### config.mk
export PLATFORM = sky130hd
export DESIGN_NAME = nixie_tube_monitor_flat
export DESIGN_NICKNAME = d
export VERILOG_FILES = /design/src/rtl/nixie_tube_monitor_if.sv /design/src/rtl/nixie_tube_monitor.sv /design/src/flat_wrapper.sv
export SDC_FILE = /design/constraint.sdc
export NUM_CORES = 1
export LEC_CHECK = 0
export CORE_MARGIN = 3
export CORE_UTILIZATION = 35
export DETAILED_ROUTE_END_ITERATION = 16
export PLACE_DENSITY = 0.63
export SKIP_CTS_REPAIR_TIMING = 1
export SLEW_MARGIN = 20
export SYNTH_ARGS = -nofsm -noshare
export SYNTH_HDL_FRONTEND = slang
export SYNTH_SLANG_ARGS = --single-unit
export TNS_END_PERCENT = 1
### constraint.sdc
create_clock -name i_clk -period 2.4 [get_ports i_clk]
set_input_delay 0.72 -clock i_clk [delete_from_list [all_inputs] [get_ports i_clk]]
set_output_delay 0.72 -clock i_clk [all_outputs]
set_load 0.005 [all_outputs]
### src/rtl/nixie_tube_monitor_if.sv
// Segment/select bus seen by the monitor, plus the decoded results it reports.
interface nixie_tube_monitor_if;
    logic [6:0] i_nixieTube;
    logic       i_sel;
    logic [3:0] o_digit0;
    logic [3:0] o_digit1;
    logic       o_valid0;
    logic       o_valid1;
    logic       o_update;
    logic       o_error;

    modport master (
        output i_nixieTube, i_sel,
        input  o_digit0, o_digit1, o_valid0, o_valid1, o_update, o_error
    );

    modport slave (
        input  i_nixieTube, i_sel,
        output o_digit0, o_digit1, o_valid0, o_valid1, o_update, o_error
    );
endinterface

### src/rtl/nixie_tube_monitor.sv
// Receive-side decoder for a two-digit multiplexed 7-segment bus: synchronizes,
// qualifies each pattern for stability and decodes it to per-digit hex values.
module nixie_tube_monitor #(
    parameter int STABLE_CYCLES   = 16,
    parameter bit SEG_ACTIVE_HIGH = 1'b1
) (
    input  logic               i_clk,
    input  logic               i_rst,
    nixie_tube_monitor_if.slave bus
);
    localparam int             CW      = $clog2(STABLE_CYCLES + 1);
    localparam logic [CW-1:0]  CNT_MAX = CW'(STABLE_CYCLES);
    localparam logic [CW-1:0]  CNT_CMT = CW'(STABLE_CYCLES - 1);

    logic [7:0]      sync1_q, sync2_q, prev_q, s;
    logic [CW-1:0]   cnt_q, cnt_d;
    logic [1:0][3:0] digit_q, digit_d;
    logic [1:0]      valid_q, valid_d;
    logic            upd_q, upd_d, err_q, err_d;
    logic            commit, idx;
    logic [4:0]      dec;

    // {hit, value}; hit=0 covers both blank and undecodable patterns
    function automatic logic [4:0] seg_decode(input logic [6:0] p);
        case (p)
            7'h3F:   seg_decode = {1'b1, 4'h0};
            7'h06:   seg_decode = {1'b1, 4'h1};
            7'h5B:   seg_decode = {1'b1, 4'h2};
            7'h4F:   seg_decode = {1'b1, 4'h3};
            7'h66:   seg_decode = {1'b1, 4'h4};
            7'h6D:   seg_decode = {1'b1, 4'h5};
            7'h7D:   seg_decode = {1'b1, 4'h6};
            7'h07:   seg_decode = {1'b1, 4'h7};
            7'h7F:   seg_decode = {1'b1, 4'h8};
            7'h6F:   seg_decode = {1'b1, 4'h9};
            7'h77:   seg_decode = {1'b1, 4'hA};
            7'h7C:   seg_decode = {1'b1, 4'hB};
            7'h39:   seg_decode = {1'b1, 4'hC};
            7'h5E:   seg_decode = {1'b1, 4'hD};
            7'h79:   seg_decode = {1'b1, 4'hE};
            7'h71:   seg_decode = {1'b1, 4'hF};
            default: seg_decode = 5'h00;
        endcase
    endfunction

    // Select line is never inverted, only the segments
    assign s      = SEG_ACTIVE_HIGH ? sync2_q : {sync2_q[7], ~sync2_q[6:0]};
    assign commit = (s == prev_q) && (cnt_q == CNT_CMT);
    assign idx    = s[7];
    assign dec    = seg_decode(s[6:0]);

    always_comb begin
        cnt_d   = cnt_q;
        digit_d = digit_q;
        valid_d = valid_q;
        upd_d   = 1'b0;
        err_d   = 1'b0;
        if (s != prev_q)
            cnt_d = '0;
        else if (cnt_q < CNT_MAX)
            cnt_d = cnt_q + 1'b1;
        if (commit) begin
            if (dec[4]) begin
                upd_d        = !valid_q[idx] || (digit_q[idx] != dec[3:0]);
                digit_d[idx] = dec[3:0];
                valid_d[idx] = 1'b1;
            end else begin
                upd_d        = valid_q[idx];
                err_d        = (s[6:0] != 7'h00);
                valid_d[idx] = 1'b0;
            end
        end
    end

    always_ff @(posedge i_clk or posedge i_rst) begin
        if (i_rst) begin
            sync1_q <= '0;
            sync2_q <= '0;
            prev_q  <= '0;
            cnt_q   <= '0;
            digit_q <= '0;
            valid_q <= '0;
            upd_q   <= 1'b0;
            err_q   <= 1'b0;
        end else begin
            sync1_q <= {bus.i_sel, bus.i_nixieTube};
            sync2_q <= sync1_q;
            prev_q  <= s;
            cnt_q   <= cnt_d;
            digit_q <= digit_d;
            valid_q <= valid_d;
            upd_q   <= upd_d;
            err_q   <= err_d;
        end
    end

    assign bus.o_digit0 = digit_q[0];
    assign bus.o_digit1 = digit_q[1];
    assign bus.o_valid0 = valid_q[0];
    assign bus.o_valid1 = valid_q[1];
    assign bus.o_update = upd_q;
    assign bus.o_error  = err_q;
endmodule

### src/flat_wrapper.sv
// flat-port wrapper written by rule: the top's interface ports become plain ports
module nixie_tube_monitor_flat 
#(
    parameter int STABLE_CYCLES   = 16,
    parameter bit SEG_ACTIVE_HIGH = 1'b1
)
  (i_clk, i_rst, bus_i_nixieTube, bus_i_sel, bus_o_digit0, bus_o_digit1, bus_o_valid0, bus_o_valid1, bus_o_update, bus_o_error);
  nixie_tube_monitor_if bus_i ();
  input  logic i_clk;
  input  logic i_rst;
  input wire logic [$bits(bus_i.i_nixieTube)-1:0] bus_i_nixieTube;
  input wire logic [$bits(bus_i.i_sel)-1:0] bus_i_sel;
  output wire logic [$bits(bus_i.o_digit0)-1:0] bus_o_digit0;
  output wire logic [$bits(bus_i.o_digit1)-1:0] bus_o_digit1;
  output wire logic [$bits(bus_i.o_valid0)-1:0] bus_o_valid0;
  output wire logic [$bits(bus_i.o_valid1)-1:0] bus_o_valid1;
  output wire logic [$bits(bus_i.o_update)-1:0] bus_o_update;
  output wire logic [$bits(bus_i.o_error)-1:0] bus_o_error;
  assign bus_i.i_nixieTube = bus_i_nixieTube;
  assign bus_i.i_sel = bus_i_sel;
  assign bus_o_digit0 = bus_i.o_digit0;
  assign bus_o_digit1 = bus_i.o_digit1;
  assign bus_o_valid0 = bus_i.o_valid0;
  assign bus_o_valid1 = bus_i.o_valid1;
  assign bus_o_update = bus_i.o_update;
  assign bus_o_error = bus_i.o_error;
  nixie_tube_monitor #(.STABLE_CYCLES(STABLE_CYCLES), .SEG_ACTIVE_HIGH(SEG_ACTIVE_HIGH)) u_core (.i_clk(i_clk), .i_rst(i_rst), .bus(bus_i));
endmodule
Word-level counts from Yosys, hierarchy flattened:

Index checks and enable logic that the tools add are counted.

* reduce and logical (&&, ||, !) cells: 7
* multiplexer cells: 17
* order comparisons: 3
* equality and inequality tests: 20
* bitwise gates (word level): 3
* add/sub/neg operators: 1

Operators with widths (number)
* equality test 7 bit, second input constant: 12
* case mux 5 bit (16 select lines): 1
* equality test 7 x 3 -> 1 bit, second input constant: 2
* equality test 7 x 6 -> 1 bit, second input constant: 2
* two-way mux 4 bit: 3
* two-way mux 5 bit: 2
* bitwise mux 8 bit: 1
* equality test 8 bit: 1
* inequality test 8 bit: 1
* two-way mux 1 bit: 7
* nonzero test 7 bit: 1
* adder 5 x 1 -> 5 bit, second input constant: 1
* equality test 5 x 4 -> 1 bit, second input constant: 1
* < comparator 5 bit, second input constant: 1
* demux 4 bit (select 1 bit): 1
* inequality test 4 bit: 1
* AND 2 bit: 1
* logical AND 1 bit: 2
* < comparator 1 x 2 -> 1 bit, second input constant: 1
* two-way mux 2 bit: 1
* inverter 2 bit: 1
* bitwise OR 2 bit: 1
* AND reduction 2 bit: 1
* nonzero test 2 bit: 1
* other kinds (4): 4

* input port bits: 10
* output and inout bits: 12
* register bits: 41

Logic depth before layout (Yosys ltp):

* depth in word-level cells: 7
* gate-level depth with buffers: 9

Worst setup path after synthesis:

No wires, ideal clock.

* path type: register to register
* start point: register u_core.sync2_q[4] (netlist: u_core.s[4])
* end point: register u_core.digit_q (netlist bit u_core.bus.o_digit0[0])
* cell stages (with the launch flop): 8
* library setup time: 125 ps
* setup slack: 319 ps
* arrival: 1957 ps
* required time: 2275 ps
* clock period less this slack: 2081 ps
* cells stage by stage: dfrtp_1 buf_6 or4b_1 a21oi_1 nor2_1 o211ai_2 nor3b_4 mux2_2

* cells in the longest elaborated chain, start to end: 3
* elaborated cells on any way between the ends: 21
* classes of those cells: 17 x eq/ne; 2 x mux; 2 x reduce/logical

Ends and longest elaborated chain
* from (decl): line nixie_tube_monitor.sv:15 `logic [7:0] sync1_q, sync2_q, prev_q, s;`
* from (signal assigned): line nixie_tube_monitor.sv:87 `sync2_q <= sync1_q;`
* equality test 7 bit (tied with other cells): line nixie_tube_monitor.sv:25 `case (p)`
* case mux 5 bit (16 select lines) / logical AND 1 bit (equally long branches): line nixie_tube_monitor.sv:25, nixie_tube_monitor.sv:48
* bitwise mux 8 bit / AND reduction 2 bit (equally long branches)
* to (signal assigned): line nixie_tube_monitor.sv:90 `digit_q <= digit_d;`
* to (decl): line nixie_tube_monitor.sv:17 `logic [1:0][3:0] digit_q, digit_d;`

Parallel ways exist; a longest one is shown, timed or not.
A chain may end at the register's enable or synchronous reset.

Final worst setup path:

* start point: register u_core.sync2_q[4] (netlist: u_core.s[4])
* end point: register u_core.digit_q (netlist bit u_core.bus.o_digit0[1])

The elaborated chain is that of the path after synthesis.

==> metrics.md <==
| Metric | Value |
|---|---|
| CTS Buffer Depth | `2` |
| Routed met2 length | `1.62 mm` |
| Post-synth cell types | `45` |
| First DRT Iteration DRCs | `50` |
| Clk_lat worst skew | `280 ps` |
| Largest stage delay on the critical path | `530 ps` |
| # rows | `25` |
| Mean Syn Cell Area | `12.1 sq um` |
| Number of flops mapped to enable cells by yosys | `0` |
| First-pass GRT wire length | `5.82 mm` |
| Gr ovfl total | `0` |
| Die ar. | `6250 sq um` |
| Area growth syn-to-layout | `20.6%` |
| Core ar. | `4940 sq um` |
| Sw frac | `23.0%` |
| Flop2flop setup slack | `160 ps` |
| Crit-path max FO | `11` |
| Antenna fix cells | `0` |
| Fin crit share | `93.3%` |
| Worst-path clk slew | `80 ps` |
| Share of cells above drive strength 1 | `19.8%` |
| CTS tree | `yes` |
| Vias/cell | `4.97` |
| Vias in the first global route | `1,220` |
| Net Count, Synth | `167` |
| Worst-Margin Slew | `504 ps` |
| Htree depth | `2` |
| Die Span Y | `79.1 microns` |
| I/O pin count | `22` |
| Clock skew | `7.78 ps` |
| Clock share of power | `34.0%` |
| Ys Warns | `0` |
| Pin count of the biggest net entering global routing | `42` |
| #FFs+latches synth | `41` |
| Async SR Flop Fraction | `100%` |
| Seq pwr share | `58.9%` |
| Drt drc | `0` |
| F_max | `0.447 GHz` |
| Nature of the critical path endpoint | `flop` |
| Hpwl dp | `2.42 mm` |
| Routed wire length on met3 | `131 microns` |
| Power per Cell Area | `552 nW/um^2` |
| Final Max Slew Viols | `0` |
| Net count, final | `193` |
| Slew HR | `66.4%` |
| GR Util All Layers | `11.8%` |
| Routability cong. | `0.967` |
| M1 wire length | `1.49 mm` |
| Switch Pwr | `287 uW` |
| Antenna Nets Post-Route | `0` |
| Final setup fails | `0` |
| Clock sinks | `41` |
| Post-synthesis sequential area ratio | `54.9%` |
| IO Port Bufs | `21` |
| Initial antenna violation count | `0` |
| Hold Fails Final Rpt | `0` |
| Hold WC Path Type | `flop to flop` |
| Power Internal | `959 uW` |
| Die Width | `79.1 microns` |
| TritonRoute pass-1 iters | `4` |
| Max IR drop VDD | `0.354 mV` |
| Routed wire per std cell | `13.1 microns` |
| Run status | `completed` |
| Final min period | `2240 ps` |
| CP top delay family | `simple AND/OR/NAND/NOR gates` |
| Post-route insts no fill | `249` |
| Placed cells | `240` |
| Num CTS Buffers | `5` |
| Max layer used | `met4` |
| Gate Count Post-Synth | `155` |
| Pleak | `0.000986 uW` |
| Layout Utilization | `45.6%` |
| Critical path cell sequence | `or4b_1 -> a21oi_1 -> nor2_1 -> o211ai_2 -> nor3b_4 -> mux2_2` |
| Synthesized area | `1870 sq um` |
| Startpoint Class | `flop` |
| Combinational cell fraction of total power | `7.1%` |
| Final wirelength | `3.27 mm` |
| Kind of critical path | `flop to flop` |
| Slowest cell on crit path | `or4b_1` |
| Clock Root Buffer | `clkbuf_8` |
| Maxcap violations | `0` |
| CP bufs+invs | `0` |
| Vias | `1,238` |
| Starting Density | `37.8%` |
| Ys flop type | `dfrtp_1` |
| CP required | `2570 ps` |
| Data arrival time of the worst path | `2410 ps` |
## flip-flops by register name (all words and copies together) (netlist names), named ones only
register,flops
u_core.bus.o_digit0,4
u_core.bus.o_digit1,4
u_core.bus.o_error,1
u_core.bus.o_update,1
u_core.cnt_q,5
u_core.prev_q,8
u_core.s,8
u_core.sync1_q,8
## synthesized netlist by cell type (2+ instances only)
cell	n	share of area (%)
buf_4	3	1.2
or2_2	3	1.0
nand3_1	4	1.1
nor3_1	2	0.54
a21oi_1	4	1.1
xnor2_1	9	4.2
nand2b_1	2	0.67
o22ai_1	2	0.67
xor2_1	5	2.3
mux2i_1	5	2.7
nand2_1	3	0.60
and3b_1	2	0.94
and3_1	2	0.67
dfrtp_1	41	55
inv_1	5	1.0
nand4_1	3	1.0
nand3b_1	3	1.2
or3_1	2	0.67
o21ai_0	4	1.1
mux2_2	8	4.8
ha_1	2	1.3
nor2_1	11	2.2
buf_2	5	1.3
a31oi_1	4	1.3
## stage by stage
step	hold WS (ps)	total power (uW)	TNS, ps	area, sq um	setup WS (ps)
final	346	1250	0	2250	160
after global routing	360	1310	-1.59	2250	-1.59
after CTS	347	1260	0	2240	96.4
after detailed placement	335	835	0	2150	119
after global placement	332	833	0	2150	175
after floorplan	331	805	0	1870	319
## placed cells by master (no fill, tap or decap), types with 4 or more instances in the layout
master and n:
clkbuf_8 5, clkdlybuf4s50_1 21, a31oi_1 4, o21ai_0 4
buf_4 8, dfrtp_1 39, a21oi_1 4, inv_1 5
xor2_1 5, nand3_1 4, mux2_2 8, mux2i_1 5
xnor2_1 9, nor2_1 11
## cell type report
cell class / count / area (sq um)
clock buffers: 6 / 72.6
clock inverters: 2 / 10.0
fillers: 494 / 2690
inverters: 5 / 18.8
multi-input cells: 99 / 771
flip-flops and latches: 41 / 1030
well taps: 67 / 83.8
repair buffers: 29 / 270
## per-layer routing
metal	up-vias	global-route usage (%)
li1	603	-
met1	604	15.3
met2	27	18.5
met3	4	2.95
met4	0	5.15
met5	-	0
## path summary, 6_finish.rpt
kind | from | endpoint | cells after the start
setup / recovery | u_core.s[4]$_DFF_PP0_ | u_core.bus.o_digit0[1]$_DFFE_PP0P_ | 6
max in group asynchronous | i_rst | u_core.s[3]$_DFF_PP0_ | 3
setup reg to reg | u_core.s[4]$_DFF_PP0_ | u_core.bus.o_digit0[1]$_DFFE_PP0P_ | 6
min in group asynchronous | i_rst | u_core.s[5]$_DFF_PP0_ | 3
hold / removal | u_core.sync1_q[4]$_DFF_PP0_ | u_core.s[4]$_DFF_PP0_ | 0
hold reg to reg | u_core.sync1_q[4]$_DFF_PP0_ | u_core.s[4]$_DFF_PP0_ | 0
## cells by family (layout without fill, tap and decap cells)
group           count (synthesis)  after routing  share of synthesized area, %
xor+xnor                       14             14                          6.56
flops                          41             41                          54.9
compound gates                 22             22                          8.30
mux                            13             13                          7.50
buf+inv                        15             42                          4.35
simple gates                   48             48                          17.1
fa+ha+maj                       2              2                          1.34
## power by group through the flow
stage                     logic, uW  clock network (uW)  registers [uW]
after global routing           99.2                 473             737
after CTS                      88.3                 440             733
after global placement         87.4                   0             746
final                          88.2                 424             733
after detailed placement       87.8                   0             747
after floorplan                71.3                   0             733
Power figures use the tool's default switching activity.
